<file path="config.mk">
export PLATFORM = sky130hd
export DESIGN_NAME = lab2_proc_imul_seq_ctrl
export DESIGN_NICKNAME = d
export VERILOG_FILES = /design/src/rtl/lab2_proc_imul_seq_ctrl.sv
export SDC_FILE = /design/constraint.sdc
export NUM_CORES = 1
export LEC_CHECK = 0
export ABC_AREA = 1
export CAP_MARGIN = 10
export CORE_AREA = 4 4 41 43
export DETAILED_ROUTE_END_ITERATION = 12
export DIE_AREA = 0 0 45 47
export PLACE_DENSITY_LB_ADDON = 0.08
export SLEW_MARGIN = 30
export SYNTH_ARGS = -nofsm -noshare
export SYNTH_HDL_FRONTEND = slang
export SYNTH_SLANG_ARGS = --single-unit
</file>
<file path="constraint.sdc">
create_clock -name clk -period 4.3 [get_ports clk]
set_input_delay 0.43 -clock clk [delete_from_list [all_inputs] [get_ports clk]]
set_output_delay 0.43 -clock clk [all_outputs]
set_load 0.05 [all_outputs]
</file>
<file path="src/rtl/lab2_proc_imul_seq_ctrl.sv">
// Control unit of the iterative shift-and-add multiplier: IDLE -> CALC -> DONE.
// Define LAB2_PROC_IMUL_EARLY_EXIT_EN to leave CALC as soon as the shifted B register is zero.
module lab2_proc_imul_seq_ctrl #(
  parameter int unsigned p_nbits = 32
) (
  input  logic clk,
  input  logic reset,
  input  logic req_val,
  output logic req_rdy,
  output logic resp_val,
  input  logic resp_rdy,
  input  logic b_lsb,
  input  logic b_zero,
  output logic a_mux_sel,
  output logic b_mux_sel,
  output logic result_mux_sel,
  output logic add_mux_sel,
  output logic result_en,
  output logic busy
);

  localparam int unsigned CW = (p_nbits > 1) ? $clog2(p_nbits) : 1;
  localparam logic [CW-1:0] LAST = CW'(p_nbits - 1);

  typedef enum logic [1:0] {
    IDLE = 2'd0,
    CALC = 2'd1,
    DONE = 2'd2
  } state_t;

  state_t        state, state_nxt;
  logic [CW-1:0] cnt, cnt_nxt;
  logic          calc_done;

`ifdef LAB2_PROC_IMUL_EARLY_EXIT_EN
  assign calc_done = (cnt == LAST) || b_zero;
`else
  logic unused_b_zero;
  assign unused_b_zero = b_zero;
  assign calc_done     = (cnt == LAST);
`endif

  always_ff @(posedge clk or negedge reset) begin
    if (!reset) begin
      state <= IDLE;
      cnt   <= '0;
    end else begin
      state <= state_nxt;
      cnt   <= cnt_nxt;
    end
  end

  // Counter only advances while staying in CALC, so it never passes LAST.
  always_comb begin
    state_nxt = state;
    cnt_nxt   = cnt;
    unique case (state)
      IDLE: begin
        if (req_val) begin
          state_nxt = CALC;
          cnt_nxt   = '0;
        end
      end
      CALC: begin
        if (calc_done) state_nxt = DONE;
        else           cnt_nxt   = cnt + CW'(1);
      end
      DONE: begin
        if (resp_rdy) state_nxt = IDLE;
      end
      default: state_nxt = IDLE;
    endcase
  end

  always_comb begin
    req_rdy        = 1'b0;
    resp_val       = 1'b0;
    a_mux_sel      = 1'b0;
    b_mux_sel      = 1'b0;
    result_mux_sel = 1'b0;
    add_mux_sel    = 1'b0;
    result_en      = 1'b0;
    unique case (state)
      IDLE: begin
        req_rdy   = 1'b1;
        result_en = 1'b1;
      end
      CALC: begin
        a_mux_sel      = 1'b1;
        b_mux_sel      = 1'b1;
        result_mux_sel = 1'b1;
        result_en      = 1'b1;
        add_mux_sel    = b_lsb;
      end
      DONE: begin
        resp_val  = 1'b1;
        a_mux_sel = 1'b1;
        b_mux_sel = 1'b1;
      end
      default: begin
        req_rdy   = 1'b1;
        result_en = 1'b1;
      end
    endcase
  end

  assign busy = (state != IDLE);

endmodule

</file>
==> results.tsv, run 1 <==
stage	metric	value	unit
sta	RSZ-0062 raised after global routing	false	
critical_path	worst reg2reg startpoint	cnt[0]	
critical_path	slowest stage cell, crit path	clkdlybuf4s50_1	
sta	fmax	410	MHz
yosys	sequential area share after synthesis	37.8	%
critical_path	reg2reg end	cnt[0]	
yosys	Compound-Gate Fraction of Synth Area	9.19	%
clocking	Num CTS Buffers	3	
clocking	Clock Sinks	7	
route	Max Used Layer	met3	
clocking	post-CTS setup buffers	0	
yosys	Synth cell types	15	
floorplan	Die Y-Extent	47	µm
clocking	TritonCTS clock tree	yes	
sta	Slew Viols, Final	0	
floorplan	I/O pins	14	
critical_path	Reg2Reg Setup Slack	2.80	ns
sta	fin crit share	56.7	%
run	maxcap violations	0	
clocking	CTS root buf	clkbuf_4	
global_routing	first-pass GRT wire length	1480	µm
critical_path	Critical Path RT	3.87	ns
critical_path	Critical Path AT	2.01	ns
clocking	CTS H-tree lvls	1	
route	via/cell ratio	4.29	
yosys	synthesis-stage register bit count	7	
critical_path	most frequent CP cell	inv_1	
cells_and_area	layout cell share with drive strength beyond 1	10.8	%
critical_path	WS Path Type	register to output port	
global_routing	initial antenna violation count	0	
critical_path	Crit path depth	5	
route	final wirelength	863	µm
clocking	Post-CTS Resized	0	
yosys	adder-cell area share of the yosys netlist	16.2	%
route	Met1 Wirelength	416	µm
critical_path	CP Launch Type	register	
critical_path	critical-path cell list	inv_1 -> ha_1 -> nand2_1 -> inv_1 -> clkdlybuf4s50_1	
clocking	clock-pin slew on the worst setup and hold paths	0.05	ns
sta	worst slew pin tran	0.498	ns
sta	Fin Clk Skew	0.00453	ns
floorplan	full die area	2120	µm²
yosys	synthesized area per cell	7.85	µm²
floorplan	Die Wd	45	µm
sta	Rel. slew slack	66.7	%
yosys	Post-Synth XOR/XNOR Area	1.89	%
route	DRC viols	0	
yosys	mux cell area share after synthesis	0	%
sta	Final Setup Violations	0	
critical_path	critical path buffer and inverter count	3	
route	total number of vias	382	
yosys	cells taking the most area after synthesis	dfrtp_1 38%, ha_1 16%, nand2_1 11%, inv_1 8.9%, o21ai_1 4.3%	
yosys	Post-Syn Instances	59	
critical_path	Top delay family on crit path	buffers and inverters	
clocking	cts hold-fix bufs	0	
yosys	Simple-Gate Fraction of Synth Area	22.7	%
placed_design	# port buffers	12	
route	per-cell routed wire length	9.70	µm
yosys	largest family of logic cells by synthesized area	simple AND/OR/NAND/NOR gates	
floorplan	std cell rows	13	
route	violation count after the first detailed-route iteration	3	
cells_and_area	antenna cell count	0	
sta	Hold Vio Cnt, Final	0	
yosys	Yosys top cell by area	dfrtp_1	
route	met2 routed WL	408	µm
floorplan	Initial Util	35.6	%
sta	fin crit period	2.44	ns
route	met3 wire len	38	µm
yosys	post-synthesis cell area	463	µm²
floorplan	Core Box Area	1300	µm²
global_routing	total global-route track usage	9.62	%
global_routing	grt ovf	0	
route	DRT Pass-1 Iters	3	
route	Final ANT Viol Nets	0	
yosys	YS warnings	0	
placed_design	routability congestion estimate	0.709	
global_routing	vias in the first global route	362	
global_routing	largest net degree at the start of global routing	9	
placed_design	Detailed Place HPWL	684	µm
critical_path	delay of the slowest critical-path stage	0.79	ns
sta	setup TNS	0	ns
yosys	post-synth top area share	37.8	%
yosys	syn_nets	71	
cells_and_area	Total Nets Final	87	
status	status	complete, no violations	
critical_path	CP endpoint kind	output port	
clocking	Longest Clk Path Bufs	2	
critical_path	largest fanout on the critical path	8	
min_path	class of the worst hold path	input pin to asynchronous set/reset pin	
clocking	clk_lat worst skew	0.25	ns
critical_path	R2R cell count	10	
cells_and_area	area grow syn2layout	34.1	%
cell type report:
cell class / instances / area, µm²
well taps: 15 / 18.8
repair buffers: 12 / 120
multi-input cells: 38 / 231
clock buffers: 4 / 26.3
inverters: 13 / 48.8
fillers: 131 / 681
flip-flops and latches: 7 / 175
flip-flops by register name, summed over array words and instances (netlist names):
register  cells
state         2
cnt           5
cells in the mapped netlist:
master	n
nand2_1	14
o21ai_1	4
nand3_1	3
inv_1	11
inv_2	2
dfrtp_1	7
o211ai_1	1
nor2_1	2
ha_1	6
o21ai_0	3
nand4_1	1
buf_4	1
nand2_4	1
xnor2_1	1
nand2_2	2
logic make-up after synthesis:
kind of cell,count (synthesis)
XOR/XNOR,1
AND/OR/NAND/NOR,23
adder cells (fa/ha/maj),6
flip-flops,7
AO/OA/AOI/OAI,8
buffers and inverters,14
stage by stage:
step                      cell area, µm²  hold slack [ns]  instances  util, %  setup slack, ns
after CTS                            621            0.453         89     47.7             1.83
final                                621            0.445         89     47.7             1.86
after floorplan                      463            0.134         59        -             2.39
after global placement               594            0.491         85     45.7             2.09
after global routing                 621            0.454         89     47.7             1.75
after detailed placement             594            0.501         85     45.7             2.08
how the worst max path moves through the flow:
| stage | from | endpoint | slack [ns] |
|---|---|---|---|
| after floorplan | state[1] | add_mux_sel | 2.39 |
| after global placement | b_lsb | add_mux_sel | 2.09 |
| after detailed placement | b_lsb | add_mux_sel | 2.08 |
| after CTS | state[1] | add_mux_sel | 1.83 |
| after global routing | state[1] | add_mux_sel | 1.75 |
| final | state[1] | add_mux_sel | 1.86 |
routing by layer:
| metal | vias up | track usage [%] |
|---|---|---|
| met3 | 0 | 5.75 |
| met1 | 166 | 12.0 |
| li1 | 212 | - |
| met2 | 4 | 15.3 |
| met4 | 0 | 0 |
| met5 | - | 0 |
cell usage in the layout, fill, tap and decap left out, types with 2 or more instances in the layout:
master,synthesis,final
ha_1,6,6
nor2_1,2,2
nand3_1,3,3
nand2_2,2,2
inv_1,11,11
nand2_1,14,14
clkbuf_4,0,3
inv_2,2,2
o21ai_1,4,4
dfrtp_1,7,7
o21ai_0,3,3
clkdlybuf4s50_1,0,12
Power of run 1 is left out: the tool's default activity adds up to more than one toggle a clock period on the data nets, which glitch-free logic cannot reach.
==> run 2, diff against run 1 <==
==> constraint.sdc (replaced) <==
create_clock -name clk -period 2 [get_ports clk]
set_input_delay 0.2 -clock clk [delete_from_list [all_inputs] [get_ports clk]]
set_output_delay 0.2 -clock clk [all_outputs]
set_load 0.05 [all_outputs]
==> run 2 against run 1 <==
Against the previous run: setup slack lost 1.5 ns; core utilization shrank 0.58 points; non-clock buffer count unchanged; first-iteration DRC count fell by 67%; largest cell class unchanged; cell area shrank 1.2%; die area unchanged; critical endpoint unchanged.
==> results.tsv, run 2 (synthesized netlist as in run 1, its figures left out) <==
stage	metric	value	unit	change
status	status	complete, no violations		unchanged
placed_design	cell area after placement	587	µm²	was 594 µm²
critical_path	reg2reg end	cnt[0]		unchanged
floorplan	Initial Util	35.6	%	unchanged
clocking	Clock Sinks	7		unchanged
route	Final ANT Viol Nets	0		unchanged
cells_and_area	sequential cell area	175	µm²	unchanged
critical_path	Reg2Reg Setup Slack	0.48	ns	was 2.80 ns
global_routing	grt ovf	0		unchanged
global_routing	GRT busiest layer	met2		unchanged
cells_and_area	multi-input combinational cell area	231	µm²	unchanged
cells_and_area	antenna cell count	0		unchanged
sta	Rel. slew slack	78.3	%	was 66.7%
clocking	clock-pin slew on the worst setup and hold paths	0.05	ns	about the same
sta	Final Setup Violations	0		unchanged
critical_path	Critical Path AT	1.42	ns	was 2.01 ns
sta	Fin Clk Skew	0.00217	ns	was 0.00453 ns
route	via/cell ratio	4.40		was 4.29
cells_and_area	Largest Register	cnt		unchanged
global_routing	M2 GR Usage	15.0	%	was 15.3%
clocking	TritonCTS clock tree	yes		unchanged
cells_and_area	number of flip-flops under the largest register name	5		unchanged
floorplan	I/O pins	14		unchanged
critical_path	critical path buffer and inverter count	3		unchanged
clocking	clk_lat worst skew	0.24	ns	was 0.25 ns
global_routing	largest net degree at the start of global routing	9		unchanged
global_routing	total global-route track usage	8.83	%	was 9.62%
route	final wirelength	861	µm	was 863 µm
floorplan	Die Y-Extent	47	µm	unchanged
critical_path	slowest stage cell, crit path	dfrtp_1		was clkdlybuf4s50_1
cells_and_area	Final Non-Filler Cells	89		unchanged
critical_path	largest fanout on the critical path	8		unchanged
cells_and_area	layout cell share with drive strength beyond 1	21.6	%	was 10.8%
route	per-cell routed wire length	9.67	µm	was 9.70 µm
critical_path	worst reg2reg startpoint	cnt[0]		unchanged
critical_path	delay of the slowest critical-path stage	0.39	ns	was 0.79 ns
sta	Hold Vio Cnt, Final	0		unchanged
clocking	Longest Clk Path Bufs	2		unchanged
clocking	CTS root buf	clkbuf_4		unchanged
sta	RSZ-0062 raised after global routing	false		unchanged
cells_and_area	biggest registers after layout	cnt: 5 flops, state: 2 flops		unchanged
run	maxcap violations	0		unchanged
clocking	cts hold-fix bufs	0		unchanged
floorplan	Die Wd	45	µm	unchanged
critical_path	CP Launch Type	register		unchanged
clocking	post-CTS setup buffers	0		unchanged
cells_and_area	fill count	136		was 131
global_routing	initial antenna violation count	0		unchanged
cells_and_area	area grow syn2layout	32.4	%	was 34.1%
critical_path	WS Path Type	register to output port		unchanged
sta	worst setup margin	0.383	ns	was 1.86 ns
critical_path	Critical Path RT	1.80	ns	was 3.87 ns
critical_path	CP endpoint kind	output port		unchanged
floorplan	Core Box Area	1300	µm²	unchanged
cells_and_area	Total Nets Final	87		unchanged
route	violation count after the first detailed-route iteration	1		was 3
placed_design	Place WS	0.467	ns	was 2.08 ns
global_routing	GRT met1 Usage	9.98	%	was 12.0%
cells_and_area	most frequent cells in the layout	14 x nand2_1, 11 x inv_1, 7 x dfrtp_1, 7 x buf_4, 6 x ha_1		was 14 x nand2_1, 12 x clkdlybuf4s50_1, 11 x inv_1
cells_and_area	most common cell after layout, fill and taps aside	nand2_1		unchanged
placed_design	Placed Cells	85		unchanged
sta	setup TNS	0	ns	unchanged
sta	fin crit period	1.62	ns	
sta	Slew Viols, Final	0		unchanged
critical_path	R2R cell count	10		unchanged
route	total number of vias	392		was 382
sta	worst slew pin tran	0.325	ns	was 0.498 ns
clocking	Num CTS Buffers	3		unchanged
route	DRC viols	0		unchanged
global_routing	first-pass GRT wire length	1310	µm	was 1480 µm
placed_design	routability congestion estimate	0.688		was 0.709
floorplan	full die area	2120	µm²	unchanged
critical_path	critical-path cell list	inv_1 -> ha_1 -> nand2_1 -> inv_1 -> buf_12		was inv_1 -> ha_1 -> nand2_1 -> inv_1 -> clkdlybuf4s50_1
min_path	class of the worst hold path	input pin to asynchronous set/reset pin		unchanged
placed_design	Detailed Place HPWL	724	µm	was 684 µm
sta	fmax	618	MHz	
cells_and_area	fin area	613	µm²	was 621 µm²
sta	fin crit share	80.9	%	
route	DRT Pass-1 Iters	4		was 3
placed_design	# port buffers	12		unchanged
global_routing	global-route met3 utilization	5.75	%	unchanged
floorplan	std cell rows	13		unchanged
critical_path	most frequent CP cell	inv_1		unchanged
global_routing	vias in the first global route	329		was 362
clocking	Post-CTS Resized	0		unchanged
clocking	CTS H-tree lvls	1		unchanged
critical_path	Top delay family on crit path	flip-flops		was buffers and inverters
[run 2: cell count changes in the layout (fill, tap and decap cells not counted), sizes merged]
cell,delta
clkdlybuf4s50,-8
buf,+8
[run 2: worst max path at each step]
stage                  start     endpoint  cells past startpoint
floorplan           state[0]     state[0]                      5
global placement      cnt[0]     state[0]                      8
detailed placement    cnt[0]       cnt[0]                     10
CTS                 state[1]  add_mux_sel                      5
global route        state[1]  add_mux_sel                      5
finish              state[1]  add_mux_sel                      5
[run 2: per-layer routing]
layer	share of wire (%)	routed length, µm
met1	48	417
met2	46	394
met5	0	0
met4	0	0
met3	5.6	48
[run 2: area by class of cell]
| cell class | instances | share of cell area (%) |
|---|---|---|
| inverters | 13 | 7.96 |
| clock buffers | 4 | 4.29 |
| multi-input cells | 38 | 37.8 |
| well taps | 15 | 3.06 |
| repair buffers | 12 | 18.4 |
| flip-flops and latches | 7 | 28.6 |
[run 2: stage by stage]
step	hold WS, ns	util [%]
CTS	0.217	47.1
global route	0.219	47.1
finish	0.218	47.1
global placement	0.488	45.1
detailed placement	0.482	45.1
floorplan	-0.0956	-
Power of run 2 is left out for the same reason.
==> run 3, diff against run 2 <==
==> constraint.sdc (replaced) <==
create_clock -name clk -period 1.39 [get_ports clk]
set_input_delay 0.139 -clock clk [delete_from_list [all_inputs] [get_ports clk]]
set_output_delay 0.139 -clock clk [all_outputs]
set_load 0.05 [all_outputs]
==> run 3 against run 2 <==
Against the previous run: the run now ends with negative setup slack left; clock skew is 0.0066 ns higher; core utilization increased by 20 points; global-route usage up 3.8 points; setup slack got worse by 0.44 ns; count of clock-buffer cells in the layout unchanged; routed wire length rose by 27%; via count rose by 19%; critical path type unchanged.
==> results.tsv, run 3 (synthesized netlist as in run 1, its figures left out) <==
stage	metric	value	unit	change
status	status	complete, but fails checks		was complete, no violations
status	failing checks	negative setup slack		
sta	fmax	693	MHz	
sta	Rel. slew slack	75.8	%	was 78.3%
floorplan	std cell rows	13		unchanged
critical_path	largest fanout on the critical path	3		was 8
clocking	Longest Clk Path Bufs	2		unchanged
route	per-cell routed wire length	10.7	µm	was 9.67 µm
cells_and_area	Final Non-Filler Cells	103		was 89
cells_and_area	layout cell share with drive strength beyond 1	50.0	%	was 21.6%
route	DRT Pass-1 Iters	4		unchanged
critical_path	slowest stage cell, crit path	dfrtp_1		unchanged
sta	Slew Viols, Final	0		unchanged
critical_path	Crit. Startpoint	state[0]		was state[1]
critical_path	Reg2Reg Setup Slack	-0.05	ns	was 0.48 ns
cells_and_area	Largest Register	cnt		unchanged
clocking	TritonCTS clock tree	yes		unchanged
clocking	Num CTS Buffers	3		unchanged
cells_and_area	antenna cell count	0		unchanged
sta	Fin Clk Skew	0.00880	ns	was 0.00217 ns
sta	worst setup margin	-0.0532	ns	was 0.383 ns
critical_path	worst reg2reg startpoint	cnt[0]		unchanged
critical_path	critical-path cell list	inv_2 -> ha_4 -> clkinvlp_4 -> buf_6 -> buf_12		was inv_1 -> ha_1 -> nand2_1 -> inv_1 -> buf_12
floorplan	Core Box Area	1300	µm²	unchanged
global_routing	largest net degree at the start of global routing	9		unchanged
cells_and_area	most common cell after layout, fill and taps aside	buf_4		was nand2_1
global_routing	initial antenna violation count	0		unchanged
cells_and_area	number of flip-flops under the largest register name	5		unchanged
global_routing	first-pass GRT wire length	1880	µm	was 1310 µm
cells_and_area	biggest registers after layout	cnt: 5 flops, state: 2 flops		unchanged
critical_path	last element of the critical path	result_en		was add_mux_sel
global_routing	grt ovf	0		unchanged
floorplan	Die Y-Extent	47	µm	unchanged
sta	Hold Vio Cnt, Final	0		unchanged
sta	fin crit period	1.44	ns	
critical_path	WS Path Type	register to output port		unchanged
floorplan	full die area	2120	µm²	unchanged
clocking	CTS H-tree lvls	1		unchanged
critical_path	CP endpoint kind	output port		unchanged
sta	Final Setup Violations	5		was 0
clocking	clock-pin slew on the worst setup and hold paths	0.06	ns	was 0.05 ns
clocking	CTS root buf	clkbuf_4		unchanged
clocking	Clock Sinks	7		unchanged
floorplan	Initial Util	35.6	%	unchanged
run	maxcap violations	0		unchanged
clocking	clk_lat worst skew	0.25	ns	was 0.24 ns
sta	WHS	0.149	ns	was 0.218 ns
route	Final ANT Viol Nets	0		unchanged
critical_path	R2R cell count	9		was 10
placed_design	routability congestion estimate	0.730		was 0.688
route	total number of vias	467		was 392
sta	worst slew pin tran	0.362	ns	was 0.325 ns
floorplan	I/O pins	14		unchanged
route	violation count after the first detailed-route iteration	11		was 1
global_routing	vias in the first global route	459		was 329
cells_and_area	area grow syn2layout	87.3	%	was 32.4%
route	via/cell ratio	4.53		was 4.40
sta	RSZ-0062 raised after global routing	true		was false
route	DRC viols	0		unchanged
clocking	cts hold-fix bufs	0		unchanged
route	final wirelength	1100	µm	was 861 µm
critical_path	Critical Path RT	1.25	ns	was 1.80 ns
critical_path	delay of the slowest critical-path stage	0.42	ns	was 0.39 ns
critical_path	Critical Path AT	1.30	ns	was 1.42 ns
min_path	class of the worst hold path	input pin to asynchronous set/reset pin		unchanged
global_routing	total global-route track usage	12.7	%	was 8.83%
placed_design	Detailed Place HPWL	815	µm	was 724 µm
placed_design	Placed Cells	93		was 85
floorplan	Die Wd	45	µm	unchanged
placed_design	# port buffers	12		unchanged
cells_and_area	Total Nets Final	101		was 87
cells_and_area	most frequent cells in the layout	13 x buf_4, 12 x nand2_1, 8 x buf_12		was 14 x nand2_1, 11 x inv_1, 7 x dfrtp_1, 7 x buf_4, 6 x ha_1
critical_path	CP Launch Type	register		unchanged
critical_path	reg2reg end	state[1]		was cnt[0]
sta	fin crit share	104	%	
==> run 3: cell count changes in the layout (fill, tap and decap cells not counted), moves of 4 or more <==
cell	change
inv_2	+4
inv_1	-6
buf_12	+7
ha_1	-5
buf_4	+6
==> run 3: worst max-delay path, delay by kind of cell (launching register included) <==
family	cells	cell delay, ns
DFF	1	0.42
adders and majority gates	1	0.16
buffers and inverters	4	0.47
==> run 3: what timing repair did <==
action,4_1_cts,5_1_grt
resized for setup,10,5
pin swaps,3,3
endpoints found under the setup margin,14,14
buffers inserted,4,2
==> run 3: per-stage QoR <==
stage                     area (µm²)  setup TNS (ns)  setup WS [ns]  util [%]
after floorplan                  485          -0.776         -0.161         -
after global placement           757         -0.0677        -0.0299      58.2
after detailed placement         757         -0.0766        -0.0251      58.2
after CTS                        845          -0.120        -0.0561      64.9
after global routing             867           -1.03         -0.171      66.6
final                            867          -0.174        -0.0532      66.6
==> run 3: cell type report <==
cell class | count | area [µm²]
fill | 106 | 434
timing repair buffer | 26 | 309
multi-input combinational | 38 | 282
sequential | 7 | 175
inverter | 13 | 56.3
clock buffer | 4 | 26.3
tap | 15 | 18.8
==> run 3: worst min path at each step <==
| stage | from | endpoint | slack, ns | cells past startpoint |
|---|---|---|---|---|
| global route | reset | cnt[4] | 0.16 | 1 |
| floorplan | reset | cnt[0] | -0.16 | 0 |
| detailed placement | reset | cnt[2] | 0.42 | 1 |
| finish | reset | cnt[2] | 0.15 | 1 |
| CTS | reset | cnt[2] | 0.15 | 1 |
| global placement | reset | cnt[2] | 0.42 | 1 |
==> run 3: routing by layer <==
metal / vias to the layer above / wire length, µm / global-route usage (%)
met2: 15 / 585 / 22.9
met3: 0 / 81 / 5.75
met5: - / 0 / 0
li1: 241 / - / -
met1: 211 / 430 / 13.3
met4: 0 / 0 / 3.51
Power of run 3 is left out for the same reason.
